File: src/rtl/mem_port_arbiter.sv
// Single-port memory arbiter shared by fetch (I) and memory-stage (D) requesters.
// Data side has priority; a starvation counter forces an I grant, a watchdog ends hung transactions.
module mem_port_arbiter #(
  parameter int unsigned ADDR_W       = 32,
  parameter int unsigned DATA_W       = 32,
  parameter int unsigned STARVE_LIMIT = 4,
  parameter int unsigned TIMEOUT      = 255
) (
  input  logic              clock,
  input  logic              reset,
  input  logic              i_req,
  input  logic [ADDR_W-1:0] i_addr,
  output logic [DATA_W-1:0] i_rdata,
  output logic              i_ready,
  input  logic              d_req,
  input  logic              d_we,
  input  logic [ADDR_W-1:0] d_addr,
  input  logic [DATA_W-1:0] d_wdata,
  output logic [DATA_W-1:0] d_rdata,
  output logic              d_ready,
  output logic              mem_req,
  output logic              mem_we,
  output logic [ADDR_W-1:0] mem_addr,
  output logic [DATA_W-1:0] mem_wdata,
  input  logic [DATA_W-1:0] mem_rdata,
  input  logic              mem_ack,
  output logic              stall_F,
  output logic              stall_M,
  output logic              busy,
  output logic              grant_d,
  output logic              err
);

  localparam int unsigned SW = $clog2(STARVE_LIMIT + 1);
  localparam int unsigned WW = $clog2(TIMEOUT + 1);

  typedef enum logic [1:0] {IDLE, BUSY_I, BUSY_D} state_t;

  state_t          state, state_next;
  logic [SW-1:0]   starve_cnt;
  logic [WW-1:0]   wait_cnt;
  logic            starve_hit, grant_d_now, grant_i_now, wd_hit, done, timed_out;

  assign starve_hit  = (starve_cnt == SW'(STARVE_LIMIT));
  assign grant_d_now = (state == IDLE) && d_req && !(i_req && starve_hit);
  assign grant_i_now = (state == IDLE) && i_req && !grant_d_now;
  assign wd_hit      = (wait_cnt == WW'(TIMEOUT));
  assign done        = (state != IDLE) && (mem_ack || wd_hit);
  // An ack arriving in the watchdog cycle wins: completion is normal, no error.
  assign timed_out   = (state != IDLE) && !mem_ack && wd_hit;
  assign busy        = (state != IDLE);
  assign stall_F     = i_req & ~i_ready;
  assign stall_M     = d_req & ~d_ready;

  always_ff @(posedge clock or negedge reset) begin
    if (!reset) state <= IDLE;
    else        state <= state_next;
  end

  always_comb begin
    state_next = state;
    i_ready    = 1'b0;
    d_ready    = 1'b0;
    i_rdata    = '0;
    d_rdata    = '0;
    unique case (state)
      IDLE: begin
        if (grant_d_now)      state_next = BUSY_D;
        else if (grant_i_now) state_next = BUSY_I;
      end
      BUSY_I: begin
        if (done) begin
          i_ready    = 1'b1;
          i_rdata    = mem_ack ? mem_rdata : '0;
          state_next = IDLE;
        end
      end
      BUSY_D: begin
        if (done) begin
          d_ready    = 1'b1;
          d_rdata    = (mem_ack && !mem_we) ? mem_rdata : '0;
          state_next = IDLE;
        end
      end
      default: state_next = IDLE;
    endcase
  end

  always_ff @(posedge clock or negedge reset) begin
    if (!reset) begin
      mem_req    <= 1'b0;
      mem_we     <= 1'b0;
      mem_addr   <= '0;
      mem_wdata  <= '0;
      grant_d    <= 1'b0;
      err        <= 1'b0;
      starve_cnt <= '0;
      wait_cnt   <= '0;
    end else if (grant_d_now) begin
      mem_req   <= 1'b1;
      mem_we    <= d_we;
      mem_addr  <= d_addr;
      mem_wdata <= d_wdata;
      grant_d   <= 1'b1;
      wait_cnt  <= '0;
      if (!i_req)          starve_cnt <= '0;
      else if (!starve_hit) starve_cnt <= starve_cnt + SW'(1);
    end else if (grant_i_now) begin
      mem_req    <= 1'b1;
      mem_we     <= 1'b0;
      mem_addr   <= i_addr;
      mem_wdata  <= '0;
      grant_d    <= 1'b0;
      wait_cnt   <= '0;
      starve_cnt <= '0;
    end else if (done) begin
      mem_req <= 1'b0;
      if (timed_out) err <= 1'b1;
    end else if (state != IDLE) begin
      wait_cnt <= wait_cnt + WW'(1);
    end
  end

endmodule

File: config.mk
export PLATFORM = sky130hd
export DESIGN_NAME = mem_port_arbiter
export DESIGN_NICKNAME = d
export VERILOG_FILES = /design/src/rtl/mem_port_arbiter.sv
export SDC_FILE = /design/constraint.sdc
export NUM_CORES = 1
export LEC_CHECK = 0
export BUFFER_PORTS_ARGS = -buffer_cell sky130_fd_sc_hd__buf_2
export CAP_MARGIN = 20
export CORE_ASPECT_RATIO = 2
export CORE_MARGIN = 2
export CORE_UTILIZATION = 30
export CTS_BUF_LIST = sky130_fd_sc_hd__clkbuf_4
export CTS_CLUSTER_DIAMETER = 40
export DETAILED_ROUTE_END_ITERATION = 10
export HOLD_SLACK_MARGIN = 0.12
export SYNTH_ARGS = -nofsm -noshare
export SYNTH_HDL_FRONTEND = slang
export SYNTH_SLANG_ARGS = --single-unit
File: constraint.sdc
create_clock -name clock -period 2.7 [get_ports clock]
set_input_delay 0.135 -clock clock [delete_from_list [all_inputs] [get_ports clock]]
set_output_delay 0.135 -clock clock [all_outputs]
set_load 0.05 [all_outputs]
# --- Yosys cells after proc, flatten, opt, wreduce, memory -nomap -nowiden ---
# Index checks and enable logic that the tools add are counted.
totals:
  inputBits: 134
  reg_bits: 81
  out_inout_bits: 137
classes:
  n_bitwise: 6
  n_mux: 31
  n_eq_ne: 8
  n_reduce_logical: 24
  n_addsub: 2
op_table:
  columns: ["operator", "n"]
  rows:
  - ["$mux W32", 10]
  - ["$mux W8", 4]
  - ["$mux W3", 4]
  - ["$logic_and A1 B1 Y1", 9]
  - ["$mux W1", 9]
  - ["$ne A3 B3 Y1 const B", 3]
  - ["$add A8 B1 Y8 const B", 1]
  - ["$eq A8 B8 Y1 const B", 1]
  - ["$mux W2", 3]
  - ["$reduce_and A2 Y1", 3]
  - ["$reduce_bool A3 Y1", 2]
  - ["$logic_not A1 Y1", 4]
  - ["$not A1 Y1", 4]
  - ["$pmux W2 S2", 1]
  - ["$reduce_and A4 Y1", 1]
  - ["$reduce_bool A2 Y1", 2]
  - ["$add A3 B1 Y3 const B", 1]
  - ["$eq A3 B3 Y1 const B", 1]
  - ["$and A1 B1 Y1", 2]
  - ["$eq A2 B1 Y1 const B", 1]
  - ["$eq A2 B2 Y1 const B", 1]
  - ["$logic_not A2 Y1", 1]
  - ["$ne A2 B1 Y1 const B", 1]
  - ["$reduce_or A2 Y1", 1]
  - ["$logic_or A1 B1 Y1", 1]

# --- Depth between registers and ports, before layout ---
# Gate-level depths: netlist (run 1).
logic_depth:
  word_depth: 9
  ltp_mapped: 8
  depth_no_buf: 6

# --- Worst setup path after synthesis (run 1) ---
# Ideal clock, no wire load.
synth_timing:
  path_kind: "register -> output"
  start: "register wait_cnt[0]"
  end: "output stall_F"
  slack_ns: 0.264
  stages_incl_launch_ff: 7
  required_time_ns: 2.565
  t_arrival_ns: 2.301
  cell_sequence: "dfrtp_1 > ha_1 > and3_1 > buf_6 > a21oi_1 > nor2_1 > a21boi_0"
synth_via:
  elab_chain_len: 7
synth_lines:
  columns: ["element", "line", "source"]
  rows:
  - ["start: declaration", "41", "logic [WW-1:0] wait_cnt;"]
  - ["start signal: assignment", "120", "wait_cnt <= wait_cnt + WW'(1);"]
  - ["$eq A8 B8 Y1", "47", "assign wd_hit = (wait_cnt == WW'(TIMEOUT));"]
  - ["$logic_or A1 B1 Y1", "48", "assign done = (state != IDLE) && (mem_ack || wd_hit);"]
  - ["$logic_and A1 B1 Y1", "48", null]
  - ["$mux W1", "72", "if (done) begin"]
  - ["$mux W1", "66", "unique case (state)"]
  - ["$not A1 Y1", "52", "assign stall_F = i_req & ~i_ready;"]
  - ["$and A1 B1 Y1", "52", null]
  - ["end: declaration", "27", "output logic stall_F,"]
# No other way between the ends.

# --- Final worst setup path (run 1) ---
layout_timing:
  start: "register wait_cnt[0]"
  end: "output i_ready"
layout_via:
  elab_chain_len: 5
layout_lines:
  columns: ["element", "line", "source"]
  rows:
  - ["$eq A8 B8 Y1", "47", null]
  - ["$logic_or A1 B1 Y1", "48", null]
  - ["$logic_and A1 B1 Y1", "48", null]
  - ["$mux W1", "72", null]
  - ["$mux W1", "66", null]
  - ["end: declaration", "14", "output logic i_ready,"]
# No other way between the ends.

==> results of run 1 <==
[state kept, by name, indices dropped and copies added, names as in the netlist]
name	cells
err	1
grant_d	1
wait_cnt	8
mem_addr	32
mem_we	1
mem_req	1
state	2
mem_wdata	32
starve_cnt	3
[cell usage in the layout, fill, tap and decap left out, drive strengths merged, types with 2 or more instances in the layout]
| master | instances |
|---|---|
| clkbuf | 9 |
| inv | 8 |
| o21ai | 37 |
| a21boi | 3 |
| nor2 | 2 |
| nand4 | 2 |
| and3 | 2 |
| dfrtp | 81 |
| nand2 | 48 |
| clkinv | 3 |
| a22o | 33 |
| mux2i | 37 |
| buf | 275 |
| dlygate4sd3 | 102 |
| and2 | 67 |
| nand3 | 5 |
| ha | 6 |
[worst max-delay path, cell delays in order (launching register included)]
cell and delay (ns):
dfrtp_1 0.42, ha_1 0.17, and3_1 0.35, a21oi_1 0.14, nor2_1 0.29, and2_1 0.25
buf_2 0.29
[where the power goes]
part	internal, mW	switching (mW)	total, mW
combinational	1.53	3.30	4.83
sequential	1.76	0.319	2.08
clock	0.299	0.478	0.777
[per-stage QoR]
step | instances | power [mW]
after floorplan | 373 | 5.302
after global placement | 770 | 6.344
after detailed placement | 770 | 6.409
after CTS | 886 | 7.676
after global routing | 891 | 8.145
final | 891 | 7.684
[routing by layer]
layer,part of all wire,vias to the layer above,track usage
li1,-,2013,-
met1,0.32,1911,0.1837
met2,0.55,213,0.3590
met3,0.063,44,0.03131
met4,0.070,0,0.1277
met5,0,-,0
[path summary, 6_finish.rpt]
check	slack [ns]	cells past startpoint	endpoint	startpoint
setup / recovery	0.22	6	i_ready	wait_cnt[0]
hold / removal	0.44	3	mem_wdata[12]	d_wdata[12]
setup reg to reg	0.28	7	mem_addr[24]	state[1]
hold reg to reg	0.49	1	wait_cnt[7]	wait_cnt[7]
max in group asynchronous	1.47	4	starve_cnt[2]	reset
min in group asynchronous	0.58	3	mem_addr[13]	reset
[kinds of logic (layout without fill, tap and decap cells)]
logic type | after synthesis | count (layout) | share of synthesized area
adders and majority gates | 6 | 6 | 0.01908
other | 0 | 1 | 0
DFF | 81 | 81 | 0.5151
xor gates and xnor gates | 1 | 1 | 0.002226
buffers and inverters | 34 | 399 | 0.03879
muxes | 37 | 37 | 0.09412
and+or+nand+nor | 128 | 128 | 0.1730
AOI/OAI and AO/OA | 86 | 86 | 0.1577
[final cells by class]
class                   instances  area, um2  area share
clock buffers                   9      67.56     0.01016
inverters                       6      22.52    0.003387
multi-input cells             258       1785      0.2685
diodes                          1      2.502   0.0003764
clock inverters                 7      88.84     0.01336
repair buffers                377       2465      0.3707
flip-flops and latches         81       2027      0.3049
well taps                     152      190.2     0.02860
[repair_timing]
action	4_1_cts	5_1_grt
hold buffers	100	2
setup endpoints to repair	32	93
hold endpoints to repair	155	11
gates resized for setup	1	2
==> results.yml, run 1 <==
cts:
  cts_root_buf: "clkbuf_4"
  cts.clk_slew.worst_paths_ns: 0.16
  worstSkewPairLatency_ns: 0.46
  htreeDepth: 3
  postCtsSetupRepairBufs: 0
  cts_tree: "done"
  cts_buffers: 9
  clock-sinks: 81
  cts_buffer_depth: 2
pwr:
  leakage_nw: 3.663
  power_density_nw_per_um2: 1156
  peakVddDrop_v: 0.0007453
synth:
  synth_top_area_share: 0.5151
  synth_edf_count: 0
  synth_cells: 373
  syn_nets: 513
  synthesis.area_um2: 3935
  async_reset_ff_frac: 1.000
  synth-seq-area-share: 0.5151
  yosysMostFrequentCell: "dfrtp_1"
  yosysTopAreaCell: "dfrtp_1"
  yosys_warnings: 0
  netlist_top_cells_area: "dfrtp_1 52%, and2_1 11%, mux2i_1 9.4%, a22o_1 7.3%, nand2_1 4.5%"
  ys_seq_elements: 81
  synth_top_flop_cell: "dfrtp_1"
  synth_commonest_cells: "81 x dfrtp_1, 67 x and2_1, 47 x nand2_1"
  yosysUniqueCellTypes: 35
  avgSynthCellArea_um2: 10.55
die:
  die_h_um: 166.0
  coreArea_um2: 12920
  dieArea_um2: 14100
  die_x_um: 84.99
  initial_core_util: 0.3046
  ioPinCount: 271
  rows: 59
cells_and_area:
  fill_cells: 1142
  drive_gt1_frac: 0.4065
  syn2layout_area_growth_pct: 68.97
  design_area_um2: 6649
  finalNetCount: 873
  fin_util: 0.5147
timing:
  fin_worst_skew_ns: 0.03367
  final.setup.tns_ns: 0
  slew_viol_final: 0
  period_minus_slack_ns: 2.483
  slew_headroom: 0.6102
  rsz0062_at_grt: "no"
  fmax_mhz: 402.7
  finalCritPeriodShare: 0.9197
  hold_violations: 0
  fin_ws_ns: 0.2168
  holdWs_ns: 0.4417
  setup_violations: 0
  worstMarginPinSlew_ns: 0.5847
status:
  status: "complete, no violations"
global_routing:
  track_usage: 0.1916
  grt_pass1_vias: 4441
  antenna_found_initial: 1
  grt-ovfl-total: 0
  grt_first_pass_wirelength_mm: 21.27
  grt_max_degree: 82
critical_path:
  cp-end-kind: "output port"
  worst_ep_required_time_ns: 2.57
  critPathLaunchType: "flip-flop"
  cp_data_arrival_time_ns: 2.35
  crit_fanout: 7
  criticalPathCategory: "flip-flop to output port"
detailed_routing:
  wl_per_cell_um: 15.02
  via_per_inst: 4.692
  drtIter0Drc: 122
  firstDrtPassIters: 4
  drc: 0
  drtAntennaViolNets: 0
  drt_wl_total_mm: 13.38
  vias: 4181
placement:
  place_ws_ns: 0.3966
  place_congestion: 0.9140
  place_area_um2: 5406
  portBuffers: 270
  dp_hpwl_mm: 9.427
job:
  max_cap_viol_count: 0
hold_path:
  hp-class: "primary input to flip-flop"
(Power assumes the default switching activity.)
==> inputs of run 2 (changes only) <==
CELL_PAD_IN_SITES_DETAIL_PLACEMENT = 1   (was default)
CELL_PAD_IN_SITES_GLOBAL_PLACEMENT = 1   (was default)
PLACE_DENSITY_LB_ADDON = 0.1   (was default)
==> run 2 against run 1 <==
  * Sequential power about the same
  * First-iteration DRC count shrank 18%
  * Register-to-register slack improved by 0.35 ns
==> results.yml, run 2 (same netlist as run 1, synthesis figures left out) <==
die:
  die_x_um: 84.99
  die_h_um: 166.0
  coreArea_um2: 12920
  initial_core_util: 0.3046
  dieArea_um2: 14100
  rows: 59
  ioPinCount: 271
detailed_routing:
  via_per_inst: 4.789
  drc: 0
  wl_met1_mm: 5.353
  firstDrtPassIters: 4
  drtIter0Drc: 100
  wl_per_cell_um: 16.92
  vias: 4262
  top_layer: "met4"
  dr_wl_met2_mm: 8.334
  wl_met3_um: 944
  drtAntennaViolNets: 0
  drt_wl_total_mm: 15.06
critical_path:
  reg2regPathDepth: 6
  cp_data_arrival_time_ns: 2.28
  criticalPathCategory: "flip-flop to output port"
  worst_ep_required_time_ns: 2.57
  critPathLaunchType: "flip-flop"
  cp-end-kind: "output port"
  r2r_start: "state[1]"
  crit_fanout: 32
  rrSetupSlack_ns: 0.63
  slowest_stage: "dfrtp_1"
  crit_chain: "inv_1, ha_2, inv_1, and3_2, and2_1, buf_2"
  critPathMaxStageDelay_ns: 0.44
  crit_top_cell: "inv_1"
  rr_endpoint: "mem_wdata[16]"
timing:
  hold_violations: 0
  finalCritPeriodShare: 0.8938
  fin_ws_ns: 0.2867
  final.setup.tns_ns: 0
  rsz0062_at_grt: "no"
  fin_worst_skew_ns: 0.02769
  holdWs_ns: 0.2603
  slew_headroom: 0.5531
  slew_viol_final: 0
  setup_violations: 0
  worstMarginPinSlew_ns: 0.6703
  fmax_mhz: 414.4
  period_minus_slack_ns: 2.413
placement:
  dp_cells: 772
  place_ws_ns: 0.3400
  dp_hpwl_mm: 10.24
  place_congestion: 0.7496
  portBuffers: 270
global_routing:
  grt_max_degree: 69
  antenna_found_initial: 1
  grt_pass1_vias: 4741
  grt-ovfl-total: 0
  track_usage: 0.2108
  grt_first_pass_wirelength_mm: 23.85
cells_and_area:
  regArea_um2: 2027
  reg_top3: "mem_addr x32, mem_wdata x32, wait_cnt x8"
  layout_commonest_cell: "buf_2"
  drive_gt1_frac: 0.4071
  syn2layout_area_growth_pct: 68.20
  instances_no_fill: 890
  multi_input_area_um2: 1785
  fill_cells: 1533
  finalNetCount: 872
  layout_common_cells: "269 x buf_2, 101 x dlygate4sd3_1, 81 x dfrtp_1, 67 x and2_1, 47 x nand2_1"
status:
  status: "complete, no violations"
cts:
  worstSkewPairLatency_ns: 0.45
  cts_tree: "done"
  cts_buffer_depth: 2
  cts_root_buf: "clkbuf_4"
  clock-sinks: 81
  cts_buffers: 9
  cts.clk_slew.worst_paths_ns: 0.14
  htreeDepth: 3
job:
  max_cap_viol_count: 0
pwr:
  leakage_nw: 3.635
  peakVddDrop_v: 0.0007033
  fin_total_pwr_mw: 7.398
  power_density_nw_per_um2: 1118
hold_path:
  hp-class: "primary input to asynchronous set/reset pin"
run 2: metal layers:
metal	GRT usage	up-vias
met2	0.3954	191
li1	-	2005
met5	0	-
met3	0.04473	26
met4	0.07798	0
met1	0.2241	2040
run 2: report_power, final:
part           switching, mW  total [mW]  internal, mW
logic                   3.33        4.53          1.20
registers              0.326        2.08          1.76
clock network          0.482       0.782         0.300
total                   4.14        7.40          3.26
run 2: worst max-delay path by stage:
stage / start / endpoint / slack (ns) / cells after the start
2_1_floorplan: wait_cnt[0] / stall_F / 0.26 / 6
3_3_place_gp: state[0] / i_rdata[27] / 0.55 / 6
3_5_place_dp: state[0] / i_rdata[22] / 0.34 / 6
4_1_cts: state[0] / d_rdata[21] / 0.02 / 5
5_1_grt: state[0] / i_rdata[0] / 0.1 / 6
6_report: state[1] / i_rdata[22] / 0.29 / 6
run 2: what timing repair did:
item	CTS	global route
setup endpoints to repair	32	64
gates resized for setup	1	2
endpoints found under the hold margin	124	0
hold buffers	101	0
setup buffers	0	0
pin swaps	0	0
run 2: per-stage QoR:
stage,area (um2),utilization
2_1_floorplan,3935,-
3_3_place_gp,5426,0.4200
3_5_place_dp,5446,0.4216
4_1_cts,6610,0.5117
5_1_grt,6619,0.5123
6_report,6619,0.5123
run 2: final cells by class:
| class | count | area share |
|---|---|---|
| clock buffer | 9 | 0.01021 |
| antenna | 1 | 0.0003781 |
| inverter | 6 | 0.003403 |
| clock inverter | 7 | 0.01267 |
| multi-input combinational | 258 | 0.2698 |
| timing repair buffer | 376 | 0.3686 |
| tap | 152 | 0.02873 |
| sequential | 81 | 0.3062 |
run 2: critical path: cells and delay by family (launching register included):
kind | cells | cell delay [ns]
flops | 1 | 0.44
fa+ha+maj | 1 | 0.35
simple gates | 2 | 0.61
buf+inv | 3 | 0.45
==> inputs of run 3 (changes only) <==
MAX_ROUTING_LAYER = met4   (was default)
==> run 3 against run 2 <==
  * Global-route usage up 0.62 points
  * Clock skew rose by 0.00088 ns
  * Routed wire length up 0.27%
  * Non-clock buffer count unchanged
  * Final area is the same
  * Combinational power about the same
  * Largest cell class unchanged
==> results.yml, run 3 (same netlist as run 1, synthesis figures left out) <==
detailed_routing:
  drc: 0
  drtIter0Drc: 110
  vias: 4274
  drt_wl_total_mm: 15.10
  drtAntennaViolNets: 0
  wl_per_cell_um: 16.96
  firstDrtPassIters: 4
  via_per_inst: 4.802
pwr:
  peakVddDrop_v: 0.0007034
  leakage_nw: 3.635
  power_density_nw_per_um2: 1118
global_routing:
  grt-ovfl-total: 0
  grt_pass1_vias: 4728
  grt_first_pass_wirelength_mm: 23.83
  grt_max_degree: 69
  track_usage: 0.2170
  antenna_found_initial: 1
cts:
  cts_tree: "done"
  cts_root_buf: "clkbuf_4"
  cts_buffer_depth: 2
  htreeDepth: 3
  clock-sinks: 81
  cts.clk_slew.worst_paths_ns: 0.14
  cts_buffers: 9
  worstSkewPairLatency_ns: 0.45
timing:
  rsz0062_at_grt: "no"
  fmax_mhz: 414.2
  setup_violations: 0
  hold_violations: 0
  slew_headroom: 0.5481
  slew_viol_final: 0
  fin_worst_skew_ns: 0.02857
  period_minus_slack_ns: 2.414
  final.setup.tns_ns: 0
  finalCritPeriodShare: 0.8942
  worstMarginPinSlew_ns: 0.6779
critical_path:
  critPathMaxStageDelay_ns: 0.43
  critPathLaunchType: "flip-flop"
  crit_chain: "inv_1, ha_2, inv_1, and3_2, and2_1, buf_2"
  crit_top_cell: "inv_1"
  worst_ep_required_time_ns: 2.57
  cp_data_arrival_time_ns: 2.28
  crit_fanout: 32
  slowest_stage: "dfrtp_1"
  cp-end-kind: "output port"
  criticalPathCategory: "flip-flop to output port"
placement:
  place_congestion: 0.7592
  dp_hpwl_mm: 10.24
  dp_cells: 772
  portBuffers: 270
status:
  status: "complete, no violations"
die:
  rows: 59
  coreArea_um2: 12920
  die_h_um: 166.0
  dieArea_um2: 14100
  die_x_um: 84.99
  initial_core_util: 0.3046
  ioPinCount: 271
cells_and_area:
  instances_no_fill: 890
  layout_commonest_cell: "buf_2"
  reg_top3: "mem_addr x32, mem_wdata x32, wait_cnt x8"
  finalNetCount: 872
  fill_cells: 1533
  drive_gt1_frac: 0.4071
  fin_util: 0.5123
  layout_common_cells: "269 x buf_2, 101 x dlygate4sd3_1, 81 x dfrtp_1, 67 x and2_1, 47 x nand2_1"
  syn2layout_area_growth_pct: 68.20
job:
  max_cap_viol_count: 0
hold_path:
  hp-class: "primary input to asynchronous set/reset pin"
run 3: metal layers:
| metal | track usage | up-vias | part of all wire |
|---|---|---|---|
| met5 | - | - | 0 |
| met4 | 0.08213 | 0 | 0.028 |
| met3 | 0.03579 | 27 | 0.058 |
| met2 | 0.3954 | 181 | 0.56 |
| met1 | 0.2283 | 2061 | 0.36 |
| li1 | - | 2005 | - |
run 3: where the power goes:
group	switching, mW	internal [mW]
clock	0.480	0.300
sequential	0.326	1.76
combinational	3.33	1.20
total	4.14	3.26
run 3: worst paths after layout:
kind	start	to	slack, ns	cells past startpoint
worst max-delay path	state[0]	i_rdata[22]	0.29	6
max in group asynchronous	reset	mem_wdata[17]	1.80	3
worst max register to register	state[0]	mem_wdata[16]	0.63	6
min in group clock	d_addr[7]	mem_addr[7]	0.42	4
worst min-delay path	reset	mem_addr[2]	0.26	2
worst min register to register	wait_cnt[7]	wait_cnt[7]	0.50	1
run 3: through the flow:
step	area (um2)	hold slack (ns)	worst slack [ns]	total power, mW
floorplan	3935	-0.1606	0.2636	5.302
global placement	5426	0.2118	0.5460	6.358
detailed placement	5446	0.2211	0.3400	6.504
CTS	6610	0.2652	0.01834	7.422
global route	6619	0.3220	0.1056	7.803
finish	6619	0.2622	0.2857	7.398
run 3: cell type report:
type                    count  area [um2]  share of cell area
clock inverters             7       83.83             0.01267
multi-input cells         258        1785              0.2698
clock buffers               9       67.56             0.01021
flip-flops and latches     81        2027              0.3062
inverters                   6       22.52            0.003403
well taps                 152       190.2             0.02873
diodes                      1       2.502           0.0003781
repair buffers            376        2440              0.3686
run 3: timing repair:
item,4_1_cts,5_1_grt
gates resized for setup,1,2
setup buffers,0,0
endpoints found under the setup margin,32,64
hold endpoints to repair,124,0
hold buffers,101,0
run 3: worst max-delay path: cells and delay by family (launching register included):
family	cells	cell delay [ns]
adders and majority gates	1	0.36
DFF	1	0.43
buffers and inverters	3	0.45
and+or+nand+nor	2	0.61
